<file path="config.mk">
export PLATFORM = sky130hd
export DESIGN_NAME = instr_fetch_unit
export DESIGN_NICKNAME = d
export VERILOG_FILES = /design/src/rtl/instr_fetch_unit.sv
export SDC_FILE = /design/constraint.sdc
export NUM_CORES = 1
export LEC_CHECK = 0
export ABC_AREA = 1
export CAP_MARGIN = 30
export CORE_ASPECT_RATIO = 0.5
export CORE_MARGIN = 5
export CORE_UTILIZATION = 50
export CTS_CLUSTER_SIZE = 24
export DETAILED_ROUTE_END_ITERATION = 12
export DONT_BUFFER_PORTS = 1
export PLACE_DENSITY_LB_ADDON = 0.08
export SETUP_SLACK_MARGIN = 0.02
export SLEW_MARGIN = 20
export SYNTH_ARGS = -nofsm -noshare
export SYNTH_HDL_FRONTEND = slang
export SYNTH_SLANG_ARGS = --single-unit
</file>
<file path="constraint.sdc">
create_clock -name clk -period 1.5 [get_ports clk]
set_input_delay 0.3 -clock clk [delete_from_list [all_inputs] [get_ports clk]]
set_output_delay 0.3 -clock clk [all_outputs]
set_load 0.005 [all_outputs]
</file>
<file path="src/rtl/instr_fetch_unit.sv">
// Instruction fetch unit: PC-driven reads from a synchronous instruction memory, buffered in a
// 2-entry FIFO for decode. Define IFU_ILLEGAL_HALT_EN to enable illegal-opcode detection and HALT.
module instr_fetch_unit #(
  parameter int unsigned ADDR_W   = 8,
  parameter int unsigned INSTR_W  = 32,
  parameter int unsigned RESET_PC = 0
) (
  input  logic               clk,
  input  logic               rst_n,
  input  logic               start,
  output logic               imem_req,
  output logic [ADDR_W-1:0]  imem_addr,
  input  logic [INSTR_W-1:0] imem_rdata,
  output logic               instr_valid,
  input  logic               instr_ready,
  output logic [INSTR_W-1:0] instr,
  output logic [5:0]         op,
  output logic               busy,
  output logic               err,
  output logic [ADDR_W-1:0]  err_pc
);

  localparam int unsigned OP_W    = 6;
  localparam int unsigned CNT_W   = 2;
  localparam int unsigned FIFO_SZ = 2;

  typedef enum logic [1:0] {
    ST_IDLE = 2'd0,
    ST_RUN  = 2'd1,
    ST_HALT = 2'd2
  } state_t;

  state_t             state;
  state_t             state_next;
  logic               outstanding;
  logic               valid1;
  logic [INSTR_W-1:0] entry1;
  logic               pop;
  logic               push;
  logic               illegal_ret;
  logic [CNT_W-1:0]   count;
  logic [CNT_W-1:0]   count_next;
  logic               req_next;
  logic               busy_next;

`ifdef IFU_ILLEGAL_HALT_EN
  logic [ADDR_W-1:0]  req_addr;
  logic [OP_W-1:0]    ret_op;

  function automatic logic is_legal(input logic [OP_W-1:0] o);
    case (o)
      6'd1, 6'd2, 6'd3, 6'd4, 6'd5, 6'd7: is_legal = 1'b1;
      default:                            is_legal = 1'b0;
    endcase
  endfunction

  assign ret_op      = imem_rdata[INSTR_W-1 -: OP_W];
  assign illegal_ret = outstanding && (state == ST_RUN) && !is_legal(ret_op);
`else
  assign illegal_ret = 1'b0;
`endif

  // Returned data is only accepted while running; anything arriving in IDLE/HALT is dropped.
  assign pop        = instr_valid && instr_ready;
  assign push       = outstanding && (state == ST_RUN) && !illegal_ret;
  assign count      = CNT_W'(instr_valid) + CNT_W'(valid1);
  assign count_next = count - CNT_W'(pop) + CNT_W'(push);

  always_ff @(posedge clk) begin
    if (!rst_n) begin
      state <= ST_IDLE;
    end else begin
      state <= state_next;
    end
  end

  always_comb begin
    state_next = state;
    case (state)
      ST_IDLE: if (start)       state_next = ST_RUN;
      ST_RUN:  if (illegal_ret) state_next = ST_HALT;
      ST_HALT:                  state_next = ST_HALT;
      default:                  state_next = ST_IDLE;
    endcase
  end

  // Next-cycle request/busy; the in-flight credit next cycle is this cycle's request.
  always_comb begin
    busy_next = (state_next == ST_RUN);
    req_next  = busy_next && ((count_next + CNT_W'(imem_req)) < CNT_W'(FIFO_SZ));
  end

  always_ff @(posedge clk) begin
    if (!rst_n) begin
      imem_req    <= 1'b0;
      busy        <= 1'b0;
      outstanding <= 1'b0;
      imem_addr   <= ADDR_W'(RESET_PC);
    end else begin
      imem_req    <= req_next;
      busy        <= busy_next;
      outstanding <= imem_req;
      if (imem_req) begin
        imem_addr <= imem_addr + ADDR_W'(1);
      end
    end
  end

  // Shift FIFO: instr is the head entry and keeps its last value once drained.
  always_ff @(posedge clk) begin
    if (!rst_n) begin
      instr_valid <= 1'b0;
      valid1      <= 1'b0;
      instr       <= '0;
      entry1      <= '0;
    end else begin
      case ({push, pop})
        2'b11: begin
          if (valid1) begin
            instr  <= entry1;
            entry1 <= imem_rdata;
          end else begin
            instr  <= imem_rdata;
          end
        end
        2'b01: begin
          if (valid1) begin
            instr  <= entry1;
            valid1 <= 1'b0;
          end else begin
            instr_valid <= 1'b0;
          end
        end
        2'b10: begin
          if (!instr_valid) begin
            instr       <= imem_rdata;
            instr_valid <= 1'b1;
          end else begin
            entry1 <= imem_rdata;
            valid1 <= 1'b1;
          end
        end
        default: ;
      endcase
    end
  end

  assign op = instr[INSTR_W-1 -: OP_W];

`ifdef IFU_ILLEGAL_HALT_EN
  // Address of each request is kept so an illegal return can report where it came from.
  always_ff @(posedge clk) begin
    if (!rst_n) begin
      req_addr <= '0;
      err      <= 1'b0;
      err_pc   <= '0;
    end else begin
      if (imem_req) begin
        req_addr <= imem_addr;
      end
      if (illegal_ret) begin
        err    <= 1'b1;
        err_pc <= req_addr;
      end
    end
  end
`else
  assign err    = 1'b0;
  assign err_pc = '0;
`endif

endmodule

</file>
# Yosys cells after proc, flatten, opt, wreduce, memory -nomap -nowiden
# Index checks and enable logic that the tools add are counted.
# word_totals
output_inout_bits	58
reg_bits	79
in_bits	36
wordCells	50
# classes
n_addsub	5
order_cmp	1
eq_ne	11
n_mux	13
n_reduce_logical	11
# op_table
operator	count
$mux W32	5
$pmux W32 S3	1
$pmux W32 S2	1
$ne A2 B2 Y1 const B	5
$add A8 B1 Y8 const B	1
$eq A2 B1 Y1 const B	3
$eq A2 B2 Y1 const B	3
$pmux W2 S3	1
$reduce_and A3 Y1	2
$add A2 B1 Y2	2
$pmux W1 S2	2
$reduce_and A2 Y1	2
$reduce_bool A2 Y1	2
$logic_and A1 B1 Y1	3
$reduce_bool A3 Y1	1
$add A1 B1 Y2	1
$logic_not A2 Y1	1
$lt A2 B2 Y1 const B	1
$mux W1	2
$mux W2	1
$sub A2 B1 Y2	1

# Longest topological paths before layout
# Gate-level depths: netlist of the first run.
# depth
ltp_word	6
mapped_depth	9
depth_no_buf	8

# Least setup slack after synthesis of the first run
# Ideal clock, no wire load.
# synth_timing
path_type	register to register
from	register valid1
to	register imem_req
arrival_time_ns	1.575
path_buffers	2
period_less_slack_ns	1.667
setup_time_ns	0.092
required_ns	1.408
setup_slack_ns	-0.167
path_stages_with_launch	9
cell_sequence	dfxtp_1 buf_2 inv_1 clkbuf_1 fa_1 inv_1 nand2_1 xor2_1 nor4_1
# synth_via
elab_chain_len	6
# synth_lines
item	line_no	rtl
start, declared	36	logic valid1;
start signal, assigned	113	valid1 <= 1'b0;
start signal, assigned	129	valid1 <= 1'b0;
start signal, assigned	140	valid1 <= 1'b1;
$add A1 B1 Y2	66	assign count = CNT_W'(instr_valid) + CNT_W'(valid1);
$sub A2 B1 Y2	67	assign count_next = count - CNT_W'(pop) + CNT_W'(push);
$add A2 B1 Y2	67	
$add A2 B1 Y2	90	req_next = busy_next && ((count_next + CNT_W'(imem_req)) < CNT_W'(FIFO_SZ));
$lt A2 B2 Y1	90	
$logic_and A1 B1 Y1	90	
end signal, assigned	100	imem_req <= req_next;
end, declared	11	output logic imem_req,
# No other way between the ends.
# A chain may end at the register's enable or synchronous reset.

# Worst setup path in the final report of the first run
# layout_timing
from	register state[1]
to	register instr[28]
# layout_via
elab_chain_len	5
word_cells_on_any_way	10
cone_classes	eq/ne: 6; mux: 1; reduce/logical: 3
# layout_lines
item	line_no	rtl
start, declared	33	state_t state;
start signal, assigned	73	state <= state_next;
$eq A2 B1 Y1 *	65	assign push = outstanding && (state == ST_RUN) && !illegal_ret;
$logic_and A1 B1 Y1 *	65	
$eq A2 B1 Y1 / $eq A2 B2 Y1 (equally long branches)	117	case ({push, pop})
$ne A2 B2 Y1 (no line) / $reduce_bool A3 Y1 (equally long branches)	n/a	
$reduce_and A3 Y1 (no line)	n/a	
end signal, assigned	120	instr <= entry1;
end signal, assigned	123	instr <= imem_rdata;
end signal, assigned	128	instr <= entry1;
end, declared	16	output logic [INSTR_W-1:0] instr,
# Every way passes the cells marked *; elsewhere a longest branch is shown, timed or not.

==> results.toml, run 1 <==
[placement]
portBuffers = 0
placed_area_um2 = 4140
gp_congestion = 0.769
placedCellCount = 679
post-dp-hpwl_um = 6440

[yosys]
ys_seq_area_frac = 0.393
synth.distinct_cells = 26
ys_ff_latch = 79
yosysTopAreaCell = "dfxtp_1"
synthTopCellsByArea = "dfxtp_1 (39%), nor2_1 (16%), nand3_1 (12%), o21ai_0 (7.8%), a21boi_0 (6.0%)"
synth_warnings = 0
syn-mean-instance-area_um2 = 6.78
netlist_instances = 593
syn-cell-area_um2 = 4020
synth_top_area_share = 0.393

[critical_path]
critPathKind = "flip-flop to flip-flop"
crit_start = "state[1]"
worstPathRequired_ns = 1.72
worst_r2r_path_depth = 9
r2r_end = "instr[28]"
cp-start-kind = "flip-flop"
cp.arrival_ns = 1.73
reg2reg_slack_ns = -0.004
endpoint = "instr[28]"
worst-path-max-fanout = 8
critPathCaptureType = "flip-flop"
r2r_start = "state[1]"

[global_routing]
grt_antenna_before_repair = 0
grt.met1_usage = 0.276
grt_use_met2 = 0.352
grt_usage = 0.217
grt_use_met3 = 0.0766
top_usage_layer = "met2"
grt_pass1_vias = 3625
overflow = 0
grt_pass1_wl_um = 17500
grt_max_degree = 76

[cts]
clk_latency_ns = 0.33
cts_buffers = 9
clkTransAtPathRegs_ns = 0.06
ctsHoldBuffers = 0
cts.sinks = 79
cts_root_buf = "clkbuf_16"
h-tree-depth = 3
clk_path_buf_depth = 2
tritoncts = "yes"

[sta]
hold_viol_final = 0
finClkSkew_ns = 0.00516
drv_slew = 0
whs_ns = 0.0792
layout_min_cycle_time_ns = 1.50
rsz0062_at_grt = "yes"
period_share = 1.00
timing.final.ws_setup_ns = -0.00428
final-setup-viol-count = 1
fmax_ghz = 0.665

[routing]
firstDrtPassIters = 5
drcViolationCount = 0
drt-initial-drc-count = 262
wirelength_um = 11800
wl_per_cell_um = 16.6
ant_nets = 0
vias = 3911
vias_per_cell = 5.51

[power]
power_frac_comb = 0.066
finalPower_mw = 5.05
swShare = 0.214
p_int_mw = 3.97
p_leak_nw = 1.77
pwr-share-clk = 0.501
power.density_nw_per_um2 = 1020
p_seq_frac = 0.433
power_switching_mw = 1.08
peakVddDrop_mv = 0.614

[floorplanning]
pin_count = 94
design.die.area_um2 = 10000
rows = 23
initial_utilization = 0.508
core_area_um2 = 7910
die_h_um = 73.4
die_width_um = 137

[run]
maxCapViolCount = 0

[hold_path]
min_path_cells = 2
worstHoldPathType = "input port to flip-flop"

[cells_and_area]
utilization = 0.627
diodes = 0
final_cell_mix = "nor2_1 (155), nand3_1 (82), dfxtp_1 (75), o21ai_0 (51), nand2_1 (50)"
fin_area_um2 = 4960
mostFrequentLayoutCell = "nor2_1"
syn2layout_area_growth_pct = 23.4
instances_no_fill = 710
layout-drive-gt1-share = 0.181
nNetsFinal = 631

[status]
status = "finished, violations left"
violations = "setup timing"
repair_timing:
action / in CTS / in global routing
setup endpoints to repair: 0 / 57
setup buffers: 0 / 7
endpoints found under the hold margin: 0 / 0
resized for setup: 0 / 75
per-stage QoR:
stage               TNS (ns)  worst slack [ns]
floorplan            -0.0565           -0.0565
finish              -0.00428          -0.00428
detailed placement         0            0.0286
global route           -1.41           -0.0812
CTS                        0            0.0224
global placement           0            0.0808
power by group through the flow:
stage / clock network [mW] / registers [mW] / logic (mW)
global placement: 0 / 2.23 / 0.247
detailed placement: 0 / 2.23 / 0.249
CTS: 2.57 / 2.19 / 0.251
floorplan: 0 / 2.22 / 0.238
global route: 2.68 / 2.19 / 0.373
finish: 2.53 / 2.19 / 0.334
metal layers:
layer  vias to the layer above  share of wire
met5                         -              0
met2                       141           0.44
met4                         0         0.0068
met3                        11          0.092
li1                       1943              -
met1                      1816           0.46
cells by family after synthesis:
group,count (synthesis),synth area share
AND/OR/NAND/NOR,329,0.347
AO/OA/AOI/OAI,109,0.159
flip-flops,79,0.393
buffers and inverters,72,0.0899
adder cells (fa/ha/maj),2,0.00809
XOR/XNOR,1,0.00218
other,1,0.000933
flip-flops by register name, summed over array words and instances (netlist names):
name,count
instr,32
instr_valid,1
state,2
entry1,32
outstanding,1
valid1,1
busy,1
imem_req,1
imem_addr,8
critical path, stage by stage, from the launching register on:
cell and delay, ns:
dfxtp_2 0.32, inv_2 0.07, nand3_4 0.09, buf_12 0.15, a21oi_4 0.20, buf_12 0.17
clkbuf_16 0.16, nand3_2 0.06, nor2_1 0.12, nor2_1 0.05
final cells by class:
class / count / area (um^2)
Fill cell: 705 / 2950
Tap cell: 112 / 140
Clock buffer: 13 / 250
Multi-Input combinational cell: 450 / 2310
Inverter: 14 / 52.6
Timing Repair Buffer: 39 / 531
Sequential cell: 79 / 1590
Clock inverter: 3 / 90.1
worst min path at each step:
stage,from,end,slack [ns]
6_report,rst_n,instr_valid,0.08
5_1_grt,rst_n,instr[11],0.08
4_1_cts,rst_n,instr_valid,0.06
3_5_place_dp,rst_n,instr_valid,0.41
3_3_place_gp,rst_n,instr_valid,0.42
2_1_floorplan,state[0],state[1],0.44
synthesized netlist by cell type (all sizes together):
cell type  instances
a21boi            32
a21oi              7
buf               38
clkbuf            20
conb               1
dfxtp             79
fa                 1
ha                 1
inv               14
nand2             53
nand3            100
nor2             170
nor3               4
nor3b              1
nor4               1
o21ai             69
o21bai             1
xor2               1
(Power assumes the default switching activity.)
==> run 2: changes to the inputs <==
--- a/config.mk
+++ b/config.mk
@@ -13,7 +13,8 @@
 export CTS_CLUSTER_SIZE = 24
 export DETAILED_ROUTE_END_ITERATION = 12
 export DONT_BUFFER_PORTS = 1
-export PLACE_DENSITY_LB_ADDON = 0.08
+export PLACE_DENSITY = 0.64
+export REMOVE_ABC_BUFFERS = 1
 export SETUP_SLACK_MARGIN = 0.02
 export SLEW_MARGIN = 20
 export SYNTH_ARGS = -nofsm -noshare
==> results.toml, run 2 (same netlist as run 1, synthesis figures left out) <==
[cells_and_area]
final_cell_mix = "nor2_1 (165), nand3_1 (89), dfxtp_1 (74), o21ai_0 (60), nand2_1 (50)"
diodes = 0
syn2layout_area_growth_pct = 16.9
layout-drive-gt1-share = 0.133
mostFrequentLayoutCell = "nor2_1"
fillCellCount = 754
nNetsFinal = 629
reg_top3 = "entry1: 32 flops, instr: 32 flops, imem_addr: 8 flops"

[floorplanning]
initial_utilization = 0.508
rows = 23
pin_count = 94
core_area_um2 = 7910
die_width_um = 137
design.die.area_um2 = 10000
die_h_um = 73.4

[sta]
hold_viol_final = 0
finClkSkew_ns = 0.00356
drv_slew = 0
layout_min_cycle_time_ns = 1.51
period_share = 1.01
whs_ns = 0.102
timing.final.ws_setup_ns = -0.00921
final-setup-viol-count = 3
rsz0062_at_grt = "yes"
fmax_ghz = 0.663

[critical_path]
reg2reg_slack_ns = -0.009
cp-start-kind = "flip-flop"
critPathCaptureType = "flip-flop"
critPathKind = "flip-flop to flip-flop"
r2r_start = "state[1]"
r2r_end = "instr[16]"
worst_r2r_path_depth = 10
worstPathRequired_ns = 1.73
crit_start = "state[1]"
worst-path-max-fanout = 7
cp.arrival_ns = 1.74

[hold_path]
holdPathEnd = "instr_valid"
min_path_cells = 2
hold_start = "rst_n"
worstHoldPathType = "input port to flip-flop"

[cts]
clkTransAtPathRegs_ns = 0.06
cts_root_buf = "clkbuf_16"
clk_path_buf_depth = 2
h-tree-depth = 3
cts_buffers = 9
clk_latency_ns = 0.34
cts.sinks = 79
tritoncts = "yes"

[routing]
drt-initial-drc-count = 316
wirelength_um = 11300
ant_nets = 0
vias = 3928
wl_per_cell_um = 16.1
drcViolationCount = 0
vias_per_cell = 5.56
firstDrtPassIters = 5

[global_routing]
grt_pass1_wl_um = 17300
grt_usage = 0.217
grt_antenna_before_repair = 0
grt_pass1_vias = 3477
overflow = 0
grt_max_degree = 76

[power]
p_leak_nw = 1.69
peakVddDrop_mv = 0.603
power.density_nw_per_um2 = 956

[status]
violations = "setup timing"
status = "finished, violations left"

[run]
maxCapViolCount = 0

[placement]
portBuffers = 0
post-dp-hpwl_um = 6670
place_ws_ns = 0.0449
gp_congestion = 0.759
==> run 2: cell count changes in the layout (fill, tap and decap cells not counted), sizes merged <==
cell    delta
bufinv     -3
clkbuf     -1
buf        -1
clkinv     +1
==> run 2: repair_timing <==
item,CTS,global route
endpoints found under the setup margin,0,62
gates resized for setup,0,30
hold buffers,0,0
setup buffers,0,5
==> run 2: metrics by stage <==
stage / cell area [um^2] / cells / total power, mW / utilization / TNS, ns
after floorplan: 3740 / 543 / 2.40 / - / -55.91
after global placement: 4140 / 681 / 2.48 / 0.523 / 0
after detailed placement: 4140 / 681 / 2.48 / 0.523 / 0
after CTS: 4410 / 695 / 4.48 / 0.557 / 0
after global routing: 4700 / 706 / 4.68 / 0.594 / -1.14
final: 4700 / 706 / 4.49 / 0.594 / -0.0224
==> run 2: power breakdown <==
part | switching [mW] | leakage, nW | total [mW] | internal [mW]
Sequential | 0.0409 | 0.642 | 2.19 | 2.15
Clock | 0.815 | 0.132 | 2.01 | 1.19
Combinational | 0.167 | 0.915 | 0.302 | 0.135
==> run 2: area by class of cell <==
| type | count | area, um^2 | area share |
|---|---|---|---|
| clock inverter | 1 | 5.00 | 0.00106 |
| inverter | 14 | 52.6 | 0.0112 |
| timing repair buffer | 37 | 473 | 0.101 |
| sequential | 79 | 1590 | 0.338 |
| multi-input combinational | 450 | 2180 | 0.464 |
| tap | 112 | 140 | 0.0298 |
| clock buffer | 13 | 260 | 0.0554 |
==> run 2: layer usage <==
| layer | track usage | vias up | routed length (um) |
|---|---|---|---|
| met5 | 0 | - | 0 |
| met1 | 0.288 | 1817 | 5170 |
| met4 | 0.0642 | 0 | 176 |
| met3 | 0.0773 | 15 | 1110 |
| met2 | 0.336 | 164 | 4880 |
| li1 | - | 1932 | - |
==> run 2: worst max path at each step <==
stage | to | cells after the start
2_1_floorplan | instr[0] | 7
3_3_place_gp | instr[2] | 9
3_5_place_dp | imem_req | 6
4_1_cts | imem_req | 6
5_1_grt | instr[16] | 10
6_report | instr[16] | 10
==> run 2: critical path: stages (launching register included) <==
cell and delay (ns):
dfxtp_2 0.32, inv_2 0.07, nand3_4 0.08, buf_12 0.14
a21oi_4 0.16, buf_12 0.15, buf_12 0.12, clkbuf_16 0.14
nand3_1 0.06, nor2_1 0.11, nor2_1 0.04
==> run 3: changes to the inputs <==
--- a/config.mk
+++ b/config.mk
@@ -9,11 +9,11 @@
 export CAP_MARGIN = 30
 export CORE_ASPECT_RATIO = 0.5
 export CORE_MARGIN = 5
-export CORE_UTILIZATION = 50
+export CORE_UTILIZATION = 57
 export CTS_CLUSTER_SIZE = 24
 export DETAILED_ROUTE_END_ITERATION = 12
 export DONT_BUFFER_PORTS = 1
-export PLACE_DENSITY = 0.64
+export PLACE_DENSITY = 0.71
 export REMOVE_ABC_BUFFERS = 1
 export SETUP_SLACK_MARGIN = 0.02
 export SLEW_MARGIN = 20
==> results.toml, run 3 (same netlist as run 1, synthesis figures left out) <==
[routing]
firstDrtPassIters = 5
wl_per_cell_um = 15.9
vias = 3853
drt-initial-drc-count = 400
wirelength_um = 10800
drcViolationCount = 0
vias_per_cell = 5.67
ant_nets = 0

[cts]
tritoncts = "yes"
cts_root_buf = "clkbuf_16"
cts.sinks = 79
clk_latency_ns = 0.34
cts_buffers = 9
h-tree-depth = 3
clkTransAtPathRegs_ns = 0.06
clk_path_buf_depth = 2

[critical_path]
cpPeakStageDelay_ns = 0.32
cp.buffers_inverters = 4
worstPathRequired_ns = 1.73
critPathKind = "flip-flop to flip-flop"
critPathTopFamily = "buffers and inverters"
critPathCaptureType = "flip-flop"
crit_slowest_cell = "dfxtp_2"
crit_chain = "inv_2, nand3_4, buf_12, a21oi_4, buf_6, buf_12, nand3_1, nor2_1, nor2_1"
cp-start-kind = "flip-flop"
cp.arrival_ns = 1.64
worst-path-max-fanout = 8

[sta]
hold_viol_final = 0
finClkSkew_ns = 0.00631
period_share = 0.944
drv_slew = 0
layout_min_cycle_time_ns = 1.42
whs_ns = 0.0961
rsz0062_at_grt = "yes"
final-setup-viol-count = 0
fmax_ghz = 0.706

[power]
p_leak_nw = 1.66
power.density_nw_per_um2 = 1030
peakVddDrop_mv = 0.673
p_seq_frac = 0.462
p_int_mw = 3.69
swShare = 0.221
power_frac_comb = 0.059
pwr-share-clk = 0.479
power_switching_mw = 1.05

[global_routing]
grt_usage = 0.232
grt_antenna_before_repair = 0
grt_max_degree = 76
grt_pass1_vias = 3501
grt_pass1_wl_um = 17200
overflow = 0

[floorplanning]
pin_count = 94
rows = 21
design.die.area_um2 = 8940
core_area_um2 = 6780
die_h_um = 69.4
die_width_um = 129
initial_utilization = 0.593

[cells_and_area]
nNetsFinal = 621
fillCellCount = 621
diodes = 0
multi_input_area_um2 = 2120
final_cell_mix = "nor2_1 (168), nand3_1 (98), dfxtp_1 (74), o21ai_0 (63), nand2_1 (52)"
seq_area_um2 = 1590
syn2layout_area_growth_pct = 13.9
mostFrequentLayoutCell = "nor2_1"
reg_top3 = "entry1: 32 flops, instr: 32 flops, imem_addr: 8 flops"
layout-drive-gt1-share = 0.100
fin_area_um2 = 4580

[run]
maxCapViolCount = 0

[status]
status = "completed"

[hold_path]
worstHoldPathType = "input port to flip-flop"

[placement]
portBuffers = 0
post-dp-hpwl_um = 6280
placed_area_um2 = 4120
gp_congestion = 0.766
-- run 3: cell types whose count changed in the layout (fill, tap and decap cells not counted), sizes merged --
cell and change:
clkbuf -1, clkinv +1, bufinv +1, buf -7
-- run 3: power by group through the flow --
stage	clock, mW	combinational, mW	sequential, mW
2_1_floorplan	0	0.177	2.22
3_3_place_gp	0	0.247	2.23
3_5_place_dp	0	0.250	2.23
4_1_cts	2.29	0.253	2.19
5_1_grt	2.40	0.318	2.19
6_report	2.26	0.281	2.19
-- run 3: path summary, 6_finish.rpt --
path | startpoint | slack (ns) | to | cells past startpoint
worst min-delay path | rst_n | 0.1 | entry1[21] | 2
worst min register to register | state[0] | 0.46 | state[1] | 1
worst max-delay path | state[1] | 0.08 | instr[28] | 9
worst max register to register | state[1] | 0.08 | instr[28] | 9
-- run 3: cell type report --
type                       instances  area share
clock inverter                     3     0.00874
tap                               92      0.0251
timing repair buffer              29      0.0852
clock buffer                      13      0.0590
multi-input combinational        450       0.463
inverter                          14      0.0115
sequential                        79       0.347
-- run 3: per-layer routing --
metal  GRT usage  vias up  share of wire
li1            -     1916              -
met1       0.301     1737           0.42
met2       0.368      187           0.45
met3      0.0808       13           0.11
met4      0.0570        0         0.0089
met5           0        -              0
-- run 3: repair_timing --
| action | 4_1_cts | 5_1_grt |
|---|---|---|
| pin swaps | 0 | 1 |
| hold buffers | 0 | 0 |
| hold endpoints to repair | 0 | 0 |
| endpoints found under the setup margin | 1 | 28 |
| gates cloned | 0 | 4 |
| gates resized for setup | 1 | 14 |
| setup buffers | 0 | 2 |
-- run 3: metrics by stage --
step	setup slack [ns]	instances	total power, mW	utilization	setup TNS, ns
floorplan	-1.05	543	2.40	-	-55.91
global placement	0.0662	658	2.48	0.607	0
detailed placement	0.0161	658	2.48	0.607	0
CTS	0.0384	674	4.74	0.653	0
global route	-0.00431	680	4.91	0.676	-0.00431
finish	0.0842	680	4.73	0.676	0
